--- src/rtl/bin2bcd_pkg.sv ---
// Shared definitions for the binary-to-BCD seven-segment display driver.
//   state_t     : conversion FSM states (IDLE, SHIFT, DONE)
//   SEG_BLANK   : active-low pattern with every segment dark
//   SEG_TABLE   : active-low glyphs for BCD 0..9, bit k = segment k (a..g)
//   min_digits  : smallest number of decimal digits that holds 2^width-1
package bin2bcd_pkg;

  typedef enum logic [1:0] {
    ST_IDLE  = 2'd0,
    ST_SHIFT = 2'd1,
    ST_DONE  = 2'd2
  } state_t;

  localparam logic [6:0] SEG_BLANK = 7'h7F;

  localparam logic [6:0] SEG_TABLE [10] = '{
    7'h40, 7'h79, 7'h24, 7'h30, 7'h19,
    7'h12, 7'h02, 7'h78, 7'h00, 7'h10
  };

  // Smallest n with 10^n > 2^width - 1. Exact up to width 60; beyond that a
  // log10(2) approximation is used since 64-bit arithmetic would overflow.
  function automatic int unsigned min_digits(int unsigned width);
    longint unsigned lim;
    longint unsigned p;
    int unsigned     n;
    if (width > 60) begin
      return (width * 30103) / 100000 + 1;
    end
    lim = 64'd1 << width;
    p   = 64'd10;
    n   = 1;
    while (p < lim) begin
      p = p * 10;
      n = n + 1;
    end
    return n;
  endfunction

endpackage

--- src/rtl/seg7_dec.sv ---
// Combinational BCD digit to active-low seven-segment decoder.
//   digit : 4-bit BCD code; codes 10..15 decode to all segments dark
//   blank : 1 forces all segments dark
//   seg   : active-low segments, bit k = segment k (a..g)
module seg7_dec
  import bin2bcd_pkg::*;
(
  input  logic [3:0] digit,
  input  logic       blank,
  output logic [6:0] seg
);

  always_comb begin
    seg = SEG_BLANK;
    if (!blank && (digit <= 4'd9)) begin
      seg = SEG_TABLE[digit];
    end
  end

endmodule

--- src/rtl/bin2bcd_seg.sv ---
// Sequential binary-to-BCD converter (double-dabble, one bit per clock)
// driving DIGITS active-low seven-segment displays.
//   clk    : rising-edge clock
//   resetn : asynchronous active-low reset
//   start  : request conversion of bin, honoured only when idle
//   bin    : WIDTH-bit unsigned value, captured on the accepting edge
//   busy   : high while bits are being shifted
//   done   : one-cycle pulse when bcd/hex take a new value
//   bcd    : DIGITS BCD digits, digit 0 (units) in [3:0]
//   hex    : DIGITS displays, display d in [7d+6:7d], active-low a..g
module bin2bcd_seg
  import bin2bcd_pkg::*;
#(
  parameter int unsigned WIDTH    = 8,
  parameter int unsigned DIGITS   = 3,
  parameter bit          BLANK_LZ = 1'b1
) (
  input  logic                  clk,
  input  logic                  resetn,
  input  logic                  start,
  input  logic [WIDTH-1:0]      bin,
  output logic                  busy,
  output logic                  done,
  output logic [4*DIGITS-1:0]   bcd,
  output logic [7*DIGITS-1:0]   hex
);

  localparam int unsigned CW = $clog2(WIDTH + 1);
  localparam int unsigned BW = 4 * DIGITS;

  if ((WIDTH < 1) || (DIGITS < min_digits(WIDTH))) begin : g_param_check
    $error("bin2bcd_seg: DIGITS=%0d too small for WIDTH=%0d", DIGITS, WIDTH);
  end

  state_t          state;
  logic [CW-1:0]   cnt;
  logic [WIDTH-1:0] sreg;
  logic [BW-1:0]   acc;
  logic [BW-1:0]   acc_adj;
  logic [BW-1:0]   acc_next;
  logic [BW-1:0]   bcd_r;
  logic            done_r;
  logic [DIGITS-1:0] blank;
  logic            zero_above;

  // Add-3 correction on every digit, then shift in the next binary bit.
  // The accumulator MSB falls off: it can never be set for in-range values.
  always_comb begin
    acc_adj = acc;
    for (int unsigned d = 0; d < DIGITS; d++) begin
      if (acc[4*d +: 4] >= 4'd5) begin
        acc_adj[4*d +: 4] = acc[4*d +: 4] + 4'd3;
      end
    end
    acc_next = BW'({acc_adj, sreg[WIDTH-1]});
  end

  always_ff @(posedge clk or negedge resetn) begin
    if (!resetn) begin
      state  <= ST_IDLE;
      cnt    <= '0;
      sreg   <= '0;
      acc    <= '0;
      bcd_r  <= '0;
      done_r <= 1'b0;
    end else begin
      done_r <= 1'b0;
      unique case (state)
        ST_IDLE: begin
          if (start) begin
            sreg  <= bin;
            acc   <= '0;
            cnt   <= CW'(WIDTH);
            state <= ST_SHIFT;
          end
        end
        ST_SHIFT: begin
          acc  <= acc_next;
          sreg <= sreg << 1;
          cnt  <= cnt - CW'(1);
          if (cnt == CW'(1)) begin
            state <= ST_DONE;
          end
        end
        ST_DONE: begin
          bcd_r  <= acc;
          done_r <= 1'b1;
          state  <= ST_IDLE;
        end
        default: state <= ST_IDLE;
      endcase
    end
  end

  // Leading-zero chain: display d is blanked when it and every higher digit
  // are zero. Display 0 is never blanked so a zero value still shows "0".
  always_comb begin
    blank      = '0;
    zero_above = 1'b1;
    for (int unsigned d = DIGITS - 1; d > 0; d--) begin
      zero_above = zero_above && (bcd_r[4*d +: 4] == 4'd0);
      blank[d]   = BLANK_LZ && zero_above;
    end
  end

  for (genvar g = 0; g < DIGITS; g++) begin : g_dec
    seg7_dec u_dec (
      .digit (bcd_r[4*g +: 4]),
      .blank (blank[g]),
      .seg   (hex[7*g +: 7])
    );
  end

  assign busy = (state == ST_SHIFT);
  assign done = done_r;
  assign bcd  = bcd_r;

endmodule

--- config.mk ---
export PLATFORM = sky130hd
export DESIGN_NAME = bin2bcd_seg
export DESIGN_NICKNAME = d
export VERILOG_FILES = /design/src/rtl/bin2bcd_pkg.sv /design/src/rtl/seg7_dec.sv /design/src/rtl/bin2bcd_seg.sv
export SDC_FILE = /design/constraint.sdc
export NUM_CORES = 1
export LEC_CHECK = 0
export ABC_AREA = 1
export BUFFER_PORTS_ARGS = -buffer_cell sky130_fd_sc_hd__buf_4
export CORE_MARGIN = 2
export CORE_UTILIZATION = 56
export CTS_CLUSTER_SIZE = 12
export DETAILED_ROUTE_END_ITERATION = 10
export PLACE_DENSITY = 0.81
export SLEW_MARGIN = 25
export SYNTH_ARGS = -nofsm -noshare
export SYNTH_HDL_FRONTEND = slang
export SYNTH_SLANG_ARGS = --single-unit
--- constraint.sdc ---
create_clock -name clk -period 1.3 [get_ports clk]
set_input_delay 0.195 -clock clk [delete_from_list [all_inputs] [get_ports clk]]
set_output_delay 0.195 -clock clk [all_outputs]
set_load 0.02 [all_outputs]
==> results by group, run 1 <==
Outcome
  – Status: complete, but fails checks
  – Failing checks: setup timing

Global route
  – Pin count of the biggest net entering global routing: 40
  – Vias in the first global route: 2511
  – Initial antenna violation count: 0
  – First-pass GRT wire length: 11900 µm
  – GRT overflow: 0
  – Total GRT Usage: 0.303

Detailed routing
  – Routed vias: 2687
  – WL/cell: between 15 and 20 µm
  – Drt initial violations: between 150 and 200
  – Total wire length: ~8600 µm
  – Detailed-route DRC error count: 0
  – Router iterations before antenna repair: 4
  – Final ANT Viol Nets: 0
  – Vias per inst: 5.83

Worst setup path
  – Reg2Reg Capture Point: acc[6]
  – Reg-to-Reg Start: acc[5]
  – Req. time, crit path: 1110 ps
  – Most common cell on crit path: buf_4
  – Crit Path Class: reg -> out
  – Crit end category: output port
  – Critical Path AT: 1670 ps
  – CP Max Fanout: 4
  – Worst path cell trace: inv_4 > buf_4 > ha_4 > nand3b_1 > nand4_1 > buf_4
  – Worst Setup EP: hex[11]
  – Crit path max-delay cell type: dfrtp_2
  – Worst R2R Path Depth: 7
  – Worst setup SP type: flop
  – Largest stage delay on the critical path: between 400 and 500 ps
  – Crit. Startpoint: bcd[4]
  – R2R setup slack: -60 ps

Floorplanning
  – Full die area: 4940 µm²
  – Rows: 24
  – Die height: around 70 µm
  – I/O pin count: 46
  – Core Box Area: approximately 4300 µm²
  – Initial core utilization: 0.573
  – Die width: 70.3 µm

Final layout
  – Share of layout cells above drive strength 1: 0.474
  – Final Instance Area: ~3900 µm²
  – Nets: around 440
  – Antenna Cells: 0
  – Layout Utilization: 0.910
  – Area grow syn2layout: 58.7%

STA
  – Hold slack: around 130 ps
  – Maximum clock rate: between 500 and 600 MHz
  – Minimum clock period: roughly 1900 ps
  – Final Hold Fails: 0
  – RSZ-0062 raised after global routing: yes
  – Rel. slew slack: 0.668
  – Fin Clk Skew: 7.89 ps
  – Crit share post-route: 1.43
  – Final worst slack: -564 ps
  – Slew Viols, Final: 0
  – Final setup violation count: 23
  – Worst Max-Slew Pin Slew: 498 ps

Clocking
  – CTS tree: done
  – CTS H-tree depth: 2
  – Clock net sink count: 39
  – Root Driver: clkbuf_8
  – Clock Latency Late Sink: ~300 ps
  – Clock Pin Slew Worst Setup and Hold Paths: 80 ps
  – Clk buf depth: 2
  – CTS buffer count: 5

Synthesis
  – Xor-xnor portion of the synthesized cell area: 0
  – Synth area leader: dfrtp_1
  – Synth cell types: 27
  – Mapped cell area: 2460 µm²
  – Synthesized Nets: between 300 and 400
  – Number of flops mapped to enable cells by yosys: 0
  – Mean Syn Cell Area: 7.94 µm²
  – Most frequent cells after synthesis: nand2_1 (82), o21ai_0 (41), dfrtp_1 (39), inv_1 (36)
  – Synth Area in Simple Gates: 0.254
  – Most common cell in the netlist: nand2_1
  – Mux cell area share after synthesis: 0
  – Synth Area in Adders: 0.117
  – Synth Area in Compound Gates: 0.147
  – Yosys warnings: 0
  – Synth Instances: 310
  – Post-synth top flop: dfrtp_1
  – Main combinational cell family by area after synthesis: simple AND/OR/NAND/NOR gates
  – Ranking of synthesized cells by area: dfrtp_1 (40%), nand2_1 (13%), ha_1 (12%)
  – Fraction of registers with async set/reset: 1.00
  – Register area share after synthesis: 0.396
  – Synth top area share: 0.396
  – Yosys reg bits: 39

Job
  – MaxCap Viol Count: 0

Placement
  – DP Wirelength: 4100 µm
  – Post-DP Area: 3330 µm²
  – RePlAce Congestion: 0.843
  – PortBufs: 45

Min path
  – Hold Path Class: in -> reg
==> layout make-up <==
| cell class | count | area (µm²) |
|---|---|---|
| tap | 52 | 65.1 |
| sequential | 39 | 985 |
| multi-input combinational | 226 | 1710 |
| clock buffer | 8 | 100 |
| timing repair inverter | 1 | 7.51 |
| timing repair buffer | 98 | 870 |
| fill | 165 | 385 |
| inverter | 37 | 175 |
==> layer usage <==
layer / global-route usage / up-vias / wire, µm
li1: - / 1219 / -
met1: 0.367 / 1288 / 3340
met2: 0.538 / 146 / 4410
met3: 0.0462 / 34 / 482
met4: 0.115 / 0 / 371
met5: 0 / - / 0
==> cell usage in the layout, fill, tap and decap left out, types with 6 or more instances in the layout <==
cell,instances
buf_6,25
o21ai_2,8
nand2_1,64
nand2_2,13
nand3_1,14
nand4_1,8
o21ai_0,25
nand3_2,6
o21ai_4,8
buf_4,69
dfrtp_2,7
inv_1,23
o21ai_1,6
ha_1,9
nand2_4,8
ha_4,12
clkbuf_8,7
dfrtp_1,32
inv_4,6
nor2_1,17
==> worst max-delay path, delay by kind of cell, from the launching register on <==
family        cells  cell delay (ps)
simple gates      2              350
flops             1              460
fa+ha+maj         1              170
buf+inv           3              390
==> cells by family after synthesis <==
family                   Yosys count
AO/OA/AOI/OAI                     62
flip-flops                        39
adder cells (fa/ha/maj)           23
AND/OR/NAND/NOR                  141
buffers and inverters             45
==> flip-flops by register name, summed over array words and instances (netlist names) <==
register,count
state,2
cnt,4
sreg,8
acc,12
bcd,12
done,1
==> per-stage QoR <==
step / worst slack, ps / cells / TNS, ps
2_1_floorplan: -159 / 310 / -1120
3_3_place_gp: -117 / 439 / -1370
3_5_place_dp: -152 / 439 / -1890
4_1_cts: -438 / 455 / -7800
5_1_grt: -579 / 461 / -10390
6_report: -564 / 461 / -9170
==> timing repair <==
| action | 4_1_cts | 5_1_grt |
|---|---|---|
| setup endpoints to repair | 23 | 34 |
| cloned | 0 | 1 |
| pin swaps | 18 | 15 |
| buffers inserted | 7 | 5 |
| hold buffers | 1 | 0 |
| endpoints found under the hold margin | 39 | 0 |
| gates resized for setup | 54 | 36 |
==> worst min-delay path by stage <==
stage                       from  endpoint  slack [ps]  depth (start not counted)
after global routing      bin[0]   sreg[0]         140                          3
after CTS                 bin[0]   sreg[0]         130                          3
after detailed placement  resetn   sreg[1]         190                          1
after floorplan           resetn    acc[0]        -100                          0
final                     bin[0]   sreg[0]         130                          3
after global placement    resetn   sreg[0]         190                          1
Power of run 1 is not shown: default switching activity piles up to over one toggle a cycle in this logic, so the estimate is an artifact.
==> inputs of run 2 (changes only) <==
--- a/config.mk
+++ b/config.mk
@@ -12,5 +12,5 @@
 export CTS_CLUSTER_SIZE = 12
 export DETAILED_ROUTE_END_ITERATION = 10
-export PLACE_DENSITY = 0.81
+export PLACE_DENSITY_LB_ADDON = 0.08
 export SLEW_MARGIN = 25
 export SYNTH_ARGS = -nofsm -noshare
==> constraint.sdc (replaced) <==
create_clock -name clk -period 1.3 [get_ports clk]
set_input_delay 0.13 -clock clk [delete_from_list [all_inputs] [get_ports clk]]
set_output_delay 0.13 -clock clk [all_outputs]
set_load 0.02 [all_outputs]
==> results by group, run 2 (synthesized netlist as in run 1, its figures left out) <==
Worst setup path
  – Crit Path Class: reg -> out
  – Crit path max-delay cell type: dfrtp_2
  – Worst setup SP type: flop
  – Largest stage delay on the critical path: 430 ps
  – CP delay by family, top: flip-flops
  – Critical Path AT: 1590 ps
  – Crit end category: output port
  – Worst path cell trace: inv_4 > ha_2 > nand2_1 > nand3_2 > nand2_2 > clkinv_4 > nand3_4 > buf_6
  – Req. time, crit path: 1170 ps
  – CP Max Fanout: 7
  – CP bufs+invs: 3

Clocking
  – CTS H-tree depth: 2
  – Root Driver: clkbuf_8
  – Clock Latency Late Sink: 300 ps
  – Clock Pin Slew Worst Setup and Hold Paths: roughly 70 ps
  – CTS buffer count: 5
  – CTS tree: done
  – Clk buf depth: 2
  – Clock net sink count: 39

Floorplanning
  – Die width: 70.3 µm
  – Die height: 70.3 µm
  – Initial core utilization: 0.573
  – Rows: 24
  – I/O pin count: 46
  – Full die area: 4940 µm²
  – Core Box Area: between 4000 and 5000 µm²

Min path
  – Hold Path Class: in -> reg

Final layout
  – Most frequent cells in the layout: nand2_1 (69), buf_4 (69), dfrtp_1 (33)
  – Area grow syn2layout: 51.0%
  – Share of layout cells above drive strength 1: 0.460
  – Layout Utilization: 0.866
  – Antenna Cells: 0
  – # fillers: 222
  – Nets: 438

STA
  – Maximum clock rate: 580 MHz
  – Final worst slack: -424 ps
  – Rel. slew slack: 0.680
  – Crit share post-route: 1.33
  – Final setup violation count: 21
  – Fin Clk Skew: around 6.2 ps
  – Slew Viols, Final: 0
  – Worst Max-Slew Pin Slew: between 400 and 500 ps
  – RSZ-0062 raised after global routing: yes
  – Final Hold Fails: 0
  – Minimum clock period: between 1500 and 2000 ps

Detailed routing
  – Routed vias: 2544
  – Final ANT Viol Nets: 0
  – Detailed-route DRC error count: 0
  – WL/cell: between 15 and 20 µm
  – Vias per inst: 5.58
  – Total wire length: 7190 µm
  – Drt initial violations: 109
  – Router iterations before antenna repair: 5

Outcome
  – Failing checks: setup timing
  – Status: complete, but fails checks

Placement
  – PortBufs: 45
  – RePlAce Congestion: between 0.8 and 0.9
  – DP Wirelength: between 3000 and 4000 µm

Global route
  – Total GRT Usage: 0.247
  – Pin count of the biggest net entering global routing: 40
  – First-pass GRT wire length: 10000 µm
  – Vias in the first global route: around 2300
  – GRT overflow: 0
  – Initial antenna violation count: 0

Job
  – MaxCap Viol Count: 0
==> run 2: layer usage <==
metal	share of wire	GRT usage
met1	0.39	0.290
met5	0	0
met3	0.054	0.0462
met2	0.53	0.441
met4	0.026	0.100
==> run 2: area by class of cell <==
cell class	instances	area [µm²]	share of cell area
clock buffers	6	82.6	0.0222
clock inverters	1	5.00	0.00135
inverters	37	168	0.0451
multi-input cells	226	1600	0.430
flip-flops and latches	39	983	0.265
well taps	52	65.1	0.0175
repair buffers	94	807	0.217
repair inverters	1	7.51	0.00202
==> run 2: timing repair <==
item,CTS,global route
hold buffers,1,0
pin swaps,14,10
endpoints found under the setup margin,22,37
gates resized for setup,60,31
hold endpoints to repair,39,0
gates cloned,0,1
buffers inserted,9,9
==> run 2: through the flow <==
stage	hold slack [ps]	area, µm²	setup WS (ps)	setup TNS (ps)	cells
floorplan	-166	2580	-65.3	-238	310
global placement	126	3150	-63.9	-517	429
detailed placement	127	3150	-111	-1120	429
CTS	65.3	3540	-346	-6070	446
global route	77.0	3720	-485	-8620	456
finish	60.7	3720	-424	-7360	456
==> run 2: tightest hold or removal path: stages <==
cell	delay, ps
buf_4	80
nand3_1	60
nand2_1	60
==> run 2: worst paths after layout <==
path	to	depth (start not counted)	slack, ps	start
worst max-delay path	hex[18]	8	-420	bcd[9]
worst min-delay path	sreg[0]	3	60	bin[0]
worst max register to register	acc[9]	8	70	acc[9]
worst min register to register	sreg[0]	2	490	sreg[0]
max in group asynchronous	bcd[5]	2	590	resetn
min in group asynchronous	sreg[0]	2	350	resetn
Power of run 2 is left out for the same reason.
==> inputs of run 3 (changes only) <==
- CELL_PAD_IN_SITES_DETAIL_PLACEMENT: default -> 0
- CELL_PAD_IN_SITES_GLOBAL_PLACEMENT: default -> 1
- CORE_UTILIZATION: 56 -> 41
==> results by group, run 3 (synthesized netlist as in run 1, its figures left out) <==
Outcome
  – Status: complete, but fails checks
  – Failing checks: setup timing

Final layout
  – Most common cell after layout, fill and taps aside: buf_4
  – Share of layout cells above drive strength 1: 0.467
  – Nets: 440
  – Area grow syn2layout: 54.0%
  – Most frequent cells in the layout: buf_4 (68), nand2_1 (67), dfrtp_1 (33)
  – Antenna Cells: 0
  – Fin cells: 482

Floorplanning
  – Die height: around 81 µm
  – I/O pin count: 46
  – Full die area: between 6000 and 7000 µm²
  – Die width: roughly 81 µm
  – Rows: 28
  – Initial core utilization: 0.421
  – Core Box Area: 5850 µm²

Detailed routing
  – Router iterations before antenna repair: 4
  – Drt initial violations: 79
  – Routed vias: 2335
  – WL/cell: 12.2 µm
  – Final ANT Viol Nets: 0
  – Total wire length: between 5000 and 6000 µm
  – Vias per inst: roughly 4.8
  – Detailed-route DRC error count: 0

Worst setup path
  – CP delay by family, top: flip-flops
  – Crit Path Class: reg -> out
  – Worst path cell trace: clkinv_4 > ha_4 > o21ai_0 > o211ai_1 > buf_4
  – Largest stage delay on the critical path: ~420 ps
  – Critical Path AT: 1510 ps
  – Worst R2R Path Depth: 6
  – Crit. Startpoint: bcd[5]
  – Crit end category: output port
  – CP bufs+invs: 2
  – Worst Setup EP: hex[10]
  – CP Max Fanout: 5
  – Reg-to-Reg Start: state[1]
  – R2R setup slack: about 70 ps
  – Worst setup SP type: flop
  – WP depth: 5
  – Reg2Reg Capture Point: acc[8]
  – Crit path max-delay cell type: dfrtp_2
  – Req. time, crit path: ~1200 ps

Clocking
  – CTS tree: done
  – Clock Pin Slew Worst Setup and Hold Paths: ~70 ps
  – CTS H-tree depth: 2
  – Root Driver: clkbuf_8
  – Clock Latency Late Sink: 290 ps
  – Clk buf depth: 2
  – CTS buffer count: 5
  – Clock net sink count: 39

Placement
  – PortBufs: 45
  – RePlAce Congestion: 0.846
  – Dpl cells: 458
  – DP Wirelength: between 4000 and 5000 µm

STA
  – Slew Viols, Final: 0
  – Maximum clock rate: 612 MHz
  – Final Hold Fails: 0
  – Rel. slew slack: 0.673
  – Worst Max-Slew Pin Slew: 491 ps
  – Minimum clock period: 1640 ps
  – Final worst slack: -335 ps
  – Crit share post-route: 1.26
  – RSZ-0062 raised after global routing: yes
  – Final setup violation count: 21
  – Fin Clk Skew: 6.62 ps

Min path
  – Hold Path Class: in -> reg

Global route
  – Total GRT Usage: 0.189
  – Pin count of the biggest net entering global routing: 40
  – First-pass GRT wire length: 9840 µm
  – Vias in the first global route: 2260
  – GRT overflow: 0
  – Initial antenna violation count: 0

Job
  – MaxCap Viol Count: 0
==> run 3: worst min path at each step <==
stage / startpoint / end / slack [ps] / cells past startpoint
5_1_grt: bin[0] / sreg[0] / 80 / 3
2_1_floorplan: resetn / acc[0] / -170 / 0
6_report: bin[0] / sreg[0] / 70 / 3
4_1_cts: bin[0] / sreg[0] / 70 / 3
3_5_place_dp: resetn / sreg[1] / 130 / 1
3_3_place_gp: resetn / sreg[0] / 130 / 1
==> run 3: per-layer routing <==
metal  share of wire  wire [µm]  vias up  track usage
met5               0          0        -            0
met3           0.036        211        7       0.0242
li1                -          -     1213            -
met4           0.013         76        0       0.0746
met2            0.52       3050       43        0.344
met1            0.43       2550     1072        0.225
==> run 3: worst reg2reg max path: cells and delay by family (launching register included) <==
| family | cells | cell delay, ps |
|---|---|---|
| flops | 1 | 420 |
| compound gates | 1 | 140 |
| buf+inv | 2 | 280 |
| simple gates | 3 | 260 |
==> run 3: final cells by class <==
type | instances | area [µm²]
fillers | 508 | 2060
multi-input cells | 226 | 1620
flip-flops and latches | 39 | 983
repair buffers | 96 | 841
inverters | 37 | 168
well taps | 75 | 93.8
clock buffers | 7 | 76.3
repair inverters | 1 | 7.51
clock inverters | 1 | 5.00
==> run 3: metrics by stage <==
stage          setup slack, ps  utilization  setup TNS, ps  instance area [µm²]  hold slack [ps]
4_1_cts                   -338        0.621          -5930                 3630             69.5
6_report                  -335        0.648          -5990                 3790             72.6
2_1_floorplan            -65.3            -           -238                 2580             -166
3_5_place_dp              -101        0.551           -888                 3220              135
5_1_grt                   -426        0.648          -7410                 3790             77.4
3_3_place_gp             -68.1        0.551           -603                 3220              134
==> run 3: timing repair <==
item | in CTS | in global routing
hold buffers | 1 | 0
hold endpoints to repair | 39 | 0
pin swaps | 21 | 8
setup endpoints to repair | 22 | 38
cloned | 0 | 1
resized for setup | 71 | 30
setup buffers | 5 | 9
Power of run 3 is left out for the same reason.
